$ cat config.mk
export PLATFORM = sky130hd
export DESIGN_NAME = relu_activation_array
export DESIGN_NICKNAME = d
export VERILOG_FILES = /design/src/rtl/relu_activation_array.sv
export SDC_FILE = /design/constraint.sdc
export NUM_CORES = 2
export LEC_CHECK = 0
export ABC_CLOCK_PERIOD_IN_PS = 20500
export BUFFER_PORTS_ARGS = -buffer_cell sky130_fd_sc_hd__buf_2
export CORE_MARGIN = 5
export CORE_UTILIZATION = 25
export DETAILED_ROUTE_END_ITERATION = 6
export PLACE_DENSITY = 0.45
export RECOVER_POWER = 50
export SYNTH_ARGS = -nofsm -noshare
export SYNTH_HDL_FRONTEND = slang
export SYNTH_SLANG_ARGS = --single-unit
$ cat constraint.sdc
create_clock -name clk -period 20.5 [get_ports clk]
set_input_delay 2.05 -clock clk [delete_from_list [all_inputs] [get_ports clk]]
set_output_delay 2.05 -clock clk [all_outputs]
set_load 0.005 [all_outputs]
$ cat src/rtl/relu_activation_array.sv
// Multi-channel activation stage: per-frame activation select, OUT_WIDTH saturation,
// two-stage valid/ready pipeline with beat counting and end-of-frame tagging.
module relu_activation_array #(
  parameter int NUM_CH     = 8,
  parameter int IN_WIDTH   = 69,
  parameter int OUT_WIDTH  = 32,
  parameter int FRAME_LEN  = 576,
  parameter int LEAK_SHIFT = 3
) (
  input  logic                          clk,
  input  logic                          rst,
  input  logic                          in_valid,
  output logic                          in_ready,
  input  logic [NUM_CH*IN_WIDTH-1:0]    in_data,
  input  logic [1:0]                    mode,
  input  logic [OUT_WIDTH-2:0]          clip_value,
  output logic                          out_valid,
  input  logic                          out_ready,
  output logic [NUM_CH*OUT_WIDTH-1:0]   out_data,
  output logic                          out_last,
  output logic                          sat_seen
);

  localparam int CNT_W = (FRAME_LEN > 1) ? $clog2(FRAME_LEN) : 1;
  localparam int ACC_W = IN_WIDTH + 1;
  localparam logic signed [ACC_W-1:0] SAT_MAX =
    {{(ACC_W-OUT_WIDTH+1){1'b0}}, {(OUT_WIDTH-1){1'b1}}};
  localparam logic signed [ACC_W-1:0] SAT_MIN = ~SAT_MAX;
  localparam logic [CNT_W-1:0] LAST_IDX = CNT_W'(FRAME_LEN - 1);

  function automatic logic signed [ACC_W-1:0] activate(
    input logic signed [IN_WIDTH-1:0] x,
    input logic [1:0]                 md,
    input logic [OUT_WIDTH-2:0]       clip
  );
    logic signed [ACC_W-1:0] xe;
    logic signed [ACC_W-1:0] ce;
    xe = {x[IN_WIDTH-1], x};
    ce = {{(ACC_W-OUT_WIDTH+1){1'b0}}, clip};
    case (md)
      2'b00:   activate = xe;
      2'b01:   activate = xe[ACC_W-1] ? '0 : xe;
      2'b10:   activate = xe[ACC_W-1] ? (xe >>> LEAK_SHIFT) : xe;
      default: activate = xe[ACC_W-1] ? '0 : ((xe > ce) ? ce : xe);
    endcase
  endfunction

  function automatic logic signed [OUT_WIDTH-1:0] saturate(input logic signed [ACC_W-1:0] y);
    if (y > SAT_MAX)      saturate = SAT_MAX[OUT_WIDTH-1:0];
    else if (y < SAT_MIN) saturate = SAT_MIN[OUT_WIDTH-1:0];
    else                  saturate = y[OUT_WIDTH-1:0];
  endfunction

  function automatic logic clamps(input logic signed [ACC_W-1:0] y);
    clamps = (y > SAT_MAX) || (y < SAT_MIN);
  endfunction

  logic [CNT_W-1:0]        beat_idx_q, beat_idx_d;
  logic [1:0]              mode_q, mode_eff;
  logic [OUT_WIDTH-2:0]    clip_q, clip_eff;
  logic                    adv1, adv2, accept, frame_start, beat_last;

  logic                    vld_p1_q, last_p1_q;
  logic signed [ACC_W-1:0] y_p1_q [NUM_CH];
  logic signed [ACC_W-1:0] y_p1_d [NUM_CH];

  logic                    vld_p2_q, last_p2_q, sat_p2_q, sat_p2_d, sat_seen_q;
  logic [NUM_CH*OUT_WIDTH-1:0] data_p2_q, data_p2_d;

  assign adv2        = !vld_p2_q || out_ready;
  assign adv1        = !vld_p1_q || adv2;
  assign in_ready    = adv1;
  assign accept      = in_valid && adv1;
  assign frame_start = (beat_idx_q == '0);
  assign beat_last   = (beat_idx_q == LAST_IDX);
  // Beat 0 of a frame runs with the live config; the rest of the frame uses the latched copy.
  assign mode_eff    = frame_start ? mode : mode_q;
  assign clip_eff    = frame_start ? clip_value : clip_q;

  always_comb begin
    beat_idx_d = beat_idx_q;
    if (accept) beat_idx_d = beat_last ? '0 : beat_idx_q + CNT_W'(1);
  end

  // Stage 1: activation at IN_WIDTH+1 bits
  always_comb begin
    for (int i = 0; i < NUM_CH; i++) begin
      y_p1_d[i] = activate(in_data[i*IN_WIDTH +: IN_WIDTH], mode_eff, clip_eff);
    end
  end

  // Stage 2: saturation to OUT_WIDTH
  always_comb begin
    data_p2_d = '0;
    sat_p2_d  = 1'b0;
    for (int i = 0; i < NUM_CH; i++) begin
      data_p2_d[i*OUT_WIDTH +: OUT_WIDTH] = saturate(y_p1_q[i]);
      sat_p2_d = sat_p2_d | clamps(y_p1_q[i]);
    end
    sat_p2_d = sat_p2_d & vld_p1_q;
  end

  always_ff @(posedge clk) begin
    if (rst) begin
      beat_idx_q <= '0;
      mode_q     <= 2'b01;
      clip_q     <= '0;
      vld_p1_q   <= 1'b0;
      last_p1_q  <= 1'b0;
      vld_p2_q   <= 1'b0;
      last_p2_q  <= 1'b0;
      sat_p2_q   <= 1'b0;
      data_p2_q  <= '0;
      sat_seen_q <= 1'b0;
    end else begin
      beat_idx_q <= beat_idx_d;
      if (accept && frame_start) begin
        mode_q <= mode;
        clip_q <= clip_value;
      end
      if (adv1) begin
        vld_p1_q  <= in_valid;
        last_p1_q <= in_valid && beat_last;
      end
      if (adv2) begin
        vld_p2_q  <= vld_p1_q;
        last_p2_q <= last_p1_q;
        sat_p2_q  <= sat_p2_d;
        data_p2_q <= data_p2_d;
      end
      if (vld_p2_q && sat_p2_q) sat_seen_q <= 1'b1;
    end
  end

  always_ff @(posedge clk) begin
    if (adv1) begin
      for (int i = 0; i < NUM_CH; i++) y_p1_q[i] <= y_p1_d[i];
    end
  end

  assign out_valid = vld_p2_q;
  assign out_data  = data_p2_q;
  assign out_last  = last_p2_q;
  assign sat_seen  = sat_seen_q;

endmodule

# After elaboration in Yosys (flattened, before gate mapping)
# Memory sizes are Yosys's and may differ from the RTL's.
# Index checks and enable logic that the tools add are counted.
# Widths: inputs -> output; s select.
dict set report totals {
  mem_bits_rw 560
  n_memories 1
  word_cells 126
  reg_bits 305
  output_inout_bits 260
  in_bits 589
}
# memory words word_bits rd rd_clocked_by_memory_dff wr line
set mem_list {}
lappend mem_list {y_p1_q 8 70 8 0 8 64} ;# logic signed [ACC_W-1:0] y_p1_q [NUM_CH];
dict set report classes {
  order_cmp 24
  n_reduce_logical 18
  bitwise 8
  eq_ne 3
  addsub 1
  mux 61
}
# operator count
set ops {}
lappend ops {{$pmux 70 s3} 8}
lappend ops {{$mux 68} 24}
lappend ops {{$gt 70x32->1 const B} 8}
lappend ops {{$lt 70x32->1 const B} 8}
lappend ops {{$mux 70} 8}
lappend ops {{$gt 69x32->1} 8}
lappend ops {{$mux 32} 16}
lappend ops {{$mux 31} 1}
lappend ops {{$add 10x1->10 const B} 1}
lappend ops {{$eq 10x10->1 const B} 1}
lappend ops {{$logic_not 10->1} 1}
lappend ops {{$logic_or 1x1->1} 10}
lappend ops {{$mux 10} 1}
lappend ops {{$or 1x1->1} 7}
lappend ops {{$logic_and 1x1->1} 4}
lappend ops {{$eq 2x1->1 const B} 1}
lappend ops {{$eq 2x2->1 const B} 1}
lappend ops {{$logic_not 1->1} 2}
lappend ops {{$logic_not 2->1} 1}
lappend ops {{$mux 1} 2}
lappend ops {{$mux 2} 1}
lappend ops {{$and 1x1->1} 1}

# Logic depth before layout (Yosys ltp)
dict set report depth {
  ltp_word 10
  depth_mapped 19
  ltp_nobuf 15
}

# Worst setup path before layout
# OpenSTA, ideal clock, no wires.
dict set report synth_path {
  path_kind {input port to output port}
  startpoint {input port out_ready}
  endpoint {output port in_ready}
  required_time_ps 18450
  cell_stages 2
  arrival_time_ps 13677
  n_path_buf 0
  setup_slack_ps 4773
  path_cell_list {nor2b_1 nand2_1}
}
dict set report synth_between {
  elab_chain_len 2
}
# item line
set synth_rtl {}
lappend synth_rtl {{from (decl)} 18} ;# input logic out_ready,
lappend synth_rtl {{$logic_or 1x1->1} 70} ;# assign adv2 = !vld_p2_q || out_ready;
lappend synth_rtl {{$logic_or 1x1->1} 71} ;# assign adv1 = !vld_p1_q || adv2;
lappend synth_rtl {{to (decl)} 13} ;# output logic in_ready,
# Every way passes these cells.

==> impl_metrics.ini <==
[status]
outcome = complete, but fails checks
violations = max-capacitance violations, max-slew violations

[finish]
design_area_sq_um = 55090
area_growth_pct = 24.53
fillCellCount = 18570
fin_nets = 5957
drive_gt1_share_pct = 19.28
ff_latch_area_sq_um = 22680
multi_input_area_sq_um = 20240

[global_routing]
grt_pass1_vias = 39849
overflow = 0
busiest_layer = met2
grtUsageMet2_pct = 37.86
met3_usage_pct = 4.178
met1_usage_pct = 28.36
track_usage_pct = 23.29
antenna_found_initial = 125
grt_pass1_wl_mm = 309.9
grt_max_degree = 154

[critical_path]
reg2regPathDepth = 4
timing.rr.end = y_p1_q[0][94]
crit_path_start_kind = input port
cp-endpoint = y_p1_q[0][94]
crit_fanout = 153
cp-startpoint = out_ready
r2r_slack_ps = 9310
cp-end-kind = register
worstPathArrival_ps = 12610
critPathRequiredTime_ps = 20790
timing_worst_setup_path_type = input port to register
r2r_start = out_valid

[sta]
tns_ps = 0
fin_crit_sh_pct = 60.11
tightest_slew_ps = 9529
setup_violations = 0
fin_skew_ps = 40.08
timing.hold.ws_ps = 447.4
slew_violations = 774
rsz0062_at_grt = false
max_freq_mhz = 81.15
slew_headroom_pct = -535.3
fin_ws_ps = 8177
hold_violations = 0
min_period_ps = 12320

[routing]
ant_nets = 0
vias = 40779
post_drt_wl_per_cell_um = 29.78
drc = 0
first_pass_iters = 6
drt-initial-drc-count = 3705
vias_per_cell = 5.344
wirelength_mm = 227.2

[clock_network]
htree_levels = 3
clk_latency_ps = 760
cts_resized = 0
clock_sinks = 857
path_clk_slew_ps = 60
cts_tree = yes
holdBufCountCts = 0
cts_root_buffer = clkbuf_16
cts_buffers = 107
cts.path.max_buffers = 3
cts_setup_buffers = 0

[placed_design]
placed_cell_area_sq_um = 51600
dp_worst_setup_slack_ps = 14220
place.gp.congestion = 0.9036
dp_hpwl_mm = 167.9
port_buffers = 848

[yosys]
synth_edf_count = 552
synth-seq-area-share_pct = 51.27
syn_inst = 4368
post-synth-top-count-cell = edfxtp_1
ys_ff_latch = 857
synth_area_leader_cell = edfxtp_1
syn-num-nets = 5191
ys.flop_type = edfxtp_1
syn_area_per_cell_sq_um = 10.13
ys_types = 83
async_reset_ff_share_pct = 0
netlist_area_sq_um = 44240
synth_common_cells = 552 x edfxtp_1, 365 x a21oi_1, 357 x nor2_1
synth_top_cell_area_share_pct = 37.47
ys_warn_count = 0
yosys-top-cells-area = edfxtp_1 37%, dfxtp_1 14%, ha_1 6.6%

[pwr]
powerDensity_nw_per_um2 = 95.57
power.leakage_nw = 22.49
vdd_drop_max_mv = 0.06437

[floorplan]
die_h_um = 430.6
initial_core_util_pct = 25.12
placementRows = 154
core_area_sq_um = 176100
die_area_sq_um = 185500
die-width_um = 430.6
boundaryPins = 849

[worst_hold_path]
hold_path_class = register to register

[job]
max-cap-violations = 14
## through the flow
step / total power (W) / util (%) / std cells
after global routing: 0.005487 / 31.25 / 7613
after CTS: 0.005323 / 31.42 / 7569
after floorplan: 0.002727 / - / 4368
final: 0.005264 / 31.28 / 7631
after global placement: 0.003289 / 29.30 / 7365
after detailed placement: 0.003302 / 29.30 / 7365
## routing by layer
| layer | up-vias | share of wire (%) | routed length (um) |
|---|---|---|---|
| met4 | 26 | 6.9 | 15690 |
| met3 | 547 | 6.1 | 13830 |
| met1 | 20019 | 40 | 90800 |
| met5 | - | 0.069 | 157 |
| met2 | 1687 | 47 | 106700 |
| li1 | 18500 | - | - |
## flip-flops by register name, indices dropped and copies added (netlist names)
register and flops:
y_p1_q 552, out_last 1, sat_p2_q 1, beat_idx_q 10
out_data 256, last_p1_q 1, out_valid 1, clip_q 31
mode_q 2, sat_seen 1, vld_p1_q 1
## power breakdown
group | total (W) | switching (W) | internal, W
registers | 0.00220 | 0.000114 | 0.00208
logic | 0.00107 | 0.000703 | 0.000365
clock network | 0.00200 | 0.000831 | 0.00117
total | 0.00526 | 0.00165 | 0.00362
## kinds of logic (layout without fill, tap and decap cells)
family | count (synthesis) | count (layout) | synth area share [%]
other | 0 | 62 | 0
adder cells (fa/ha/maj) | 237 | 237 | 6.686
flip-flops | 857 | 857 | 51.27
AO/OA/AOI/OAI | 1218 | 1218 | 19.45
multiplexers | 67 | 67 | 1.519
buffers and inverters | 470 | 1331 | 4.197
AND/OR/NAND/NOR | 1497 | 1497 | 16.44
XOR/XNOR | 22 | 22 | 0.4356
## layout by cell type (no fill, tap or decap), drive strengths merged, types with 12 or more instances in the layout
| cell type | n |
|---|---|
| a21o | 59 |
| ha | 234 |
| and2 | 24 |
| nor2b | 16 |
| a21oi | 365 |
| edfxtp | 552 |
| and4 | 14 |
| nand2 | 351 |
| buf | 718 |
| nor3 | 311 |
| o21a | 17 |
| a22oi | 65 |
| o21ai | 116 |
| nand2b | 15 |
| dfxtp | 305 |
| a221o | 31 |
| diode | 62 |
| or4 | 24 |
| or2 | 26 |
| o211ai | 49 |
| nand3 | 39 |
| xnor2 | 15 |
| nand4 | 145 |
| nor2 | 358 |
| mux2i | 66 |
| clkinv | 39 |
| a31oi | 33 |
| a22o | 248 |
| o221ai | 142 |
| nor4 | 150 |
| a211oi | 12 |
| clkbuf | 356 |
| inv | 200 |
## final cells by class
| type | count | area share (%) |
|---|---|---|
| sequential | 857 | 41.18 |
| clock inverter | 71 | 1.354 |
| antenna | 62 | 0.2817 |
| tap | 2340 | 5.315 |
| clock buffer | 133 | 5.413 |
| timing repair buffer | 941 | 8.443 |
| multi-input combinational | 3041 | 36.75 |
| inverter | 186 | 1.267 |
## worst max-delay path, cell delays in order
cell and delay (ps):
clkbuf_1 240, nor2b_1 350, nand2_1 630, clkbuf_1 6610
clkbuf_1 2630
## worst min path at each step
stage                     to  slack, ps     startpoint  cells after the start
2_1_floorplan       sat_p2_q        430       sat_p2_q                      2
3_5_place_dp      clip_q[30]        440     clip_q[30]                      2
6_report       out_data[191]        450  out_data[191]                      2
4_1_cts        out_data[191]        450  out_data[191]                      2
5_1_grt             out_last        480       out_last                      2
3_3_place_gp   out_data[255]        440  out_data[255]                      2
Power figures use the tool's default switching activity.
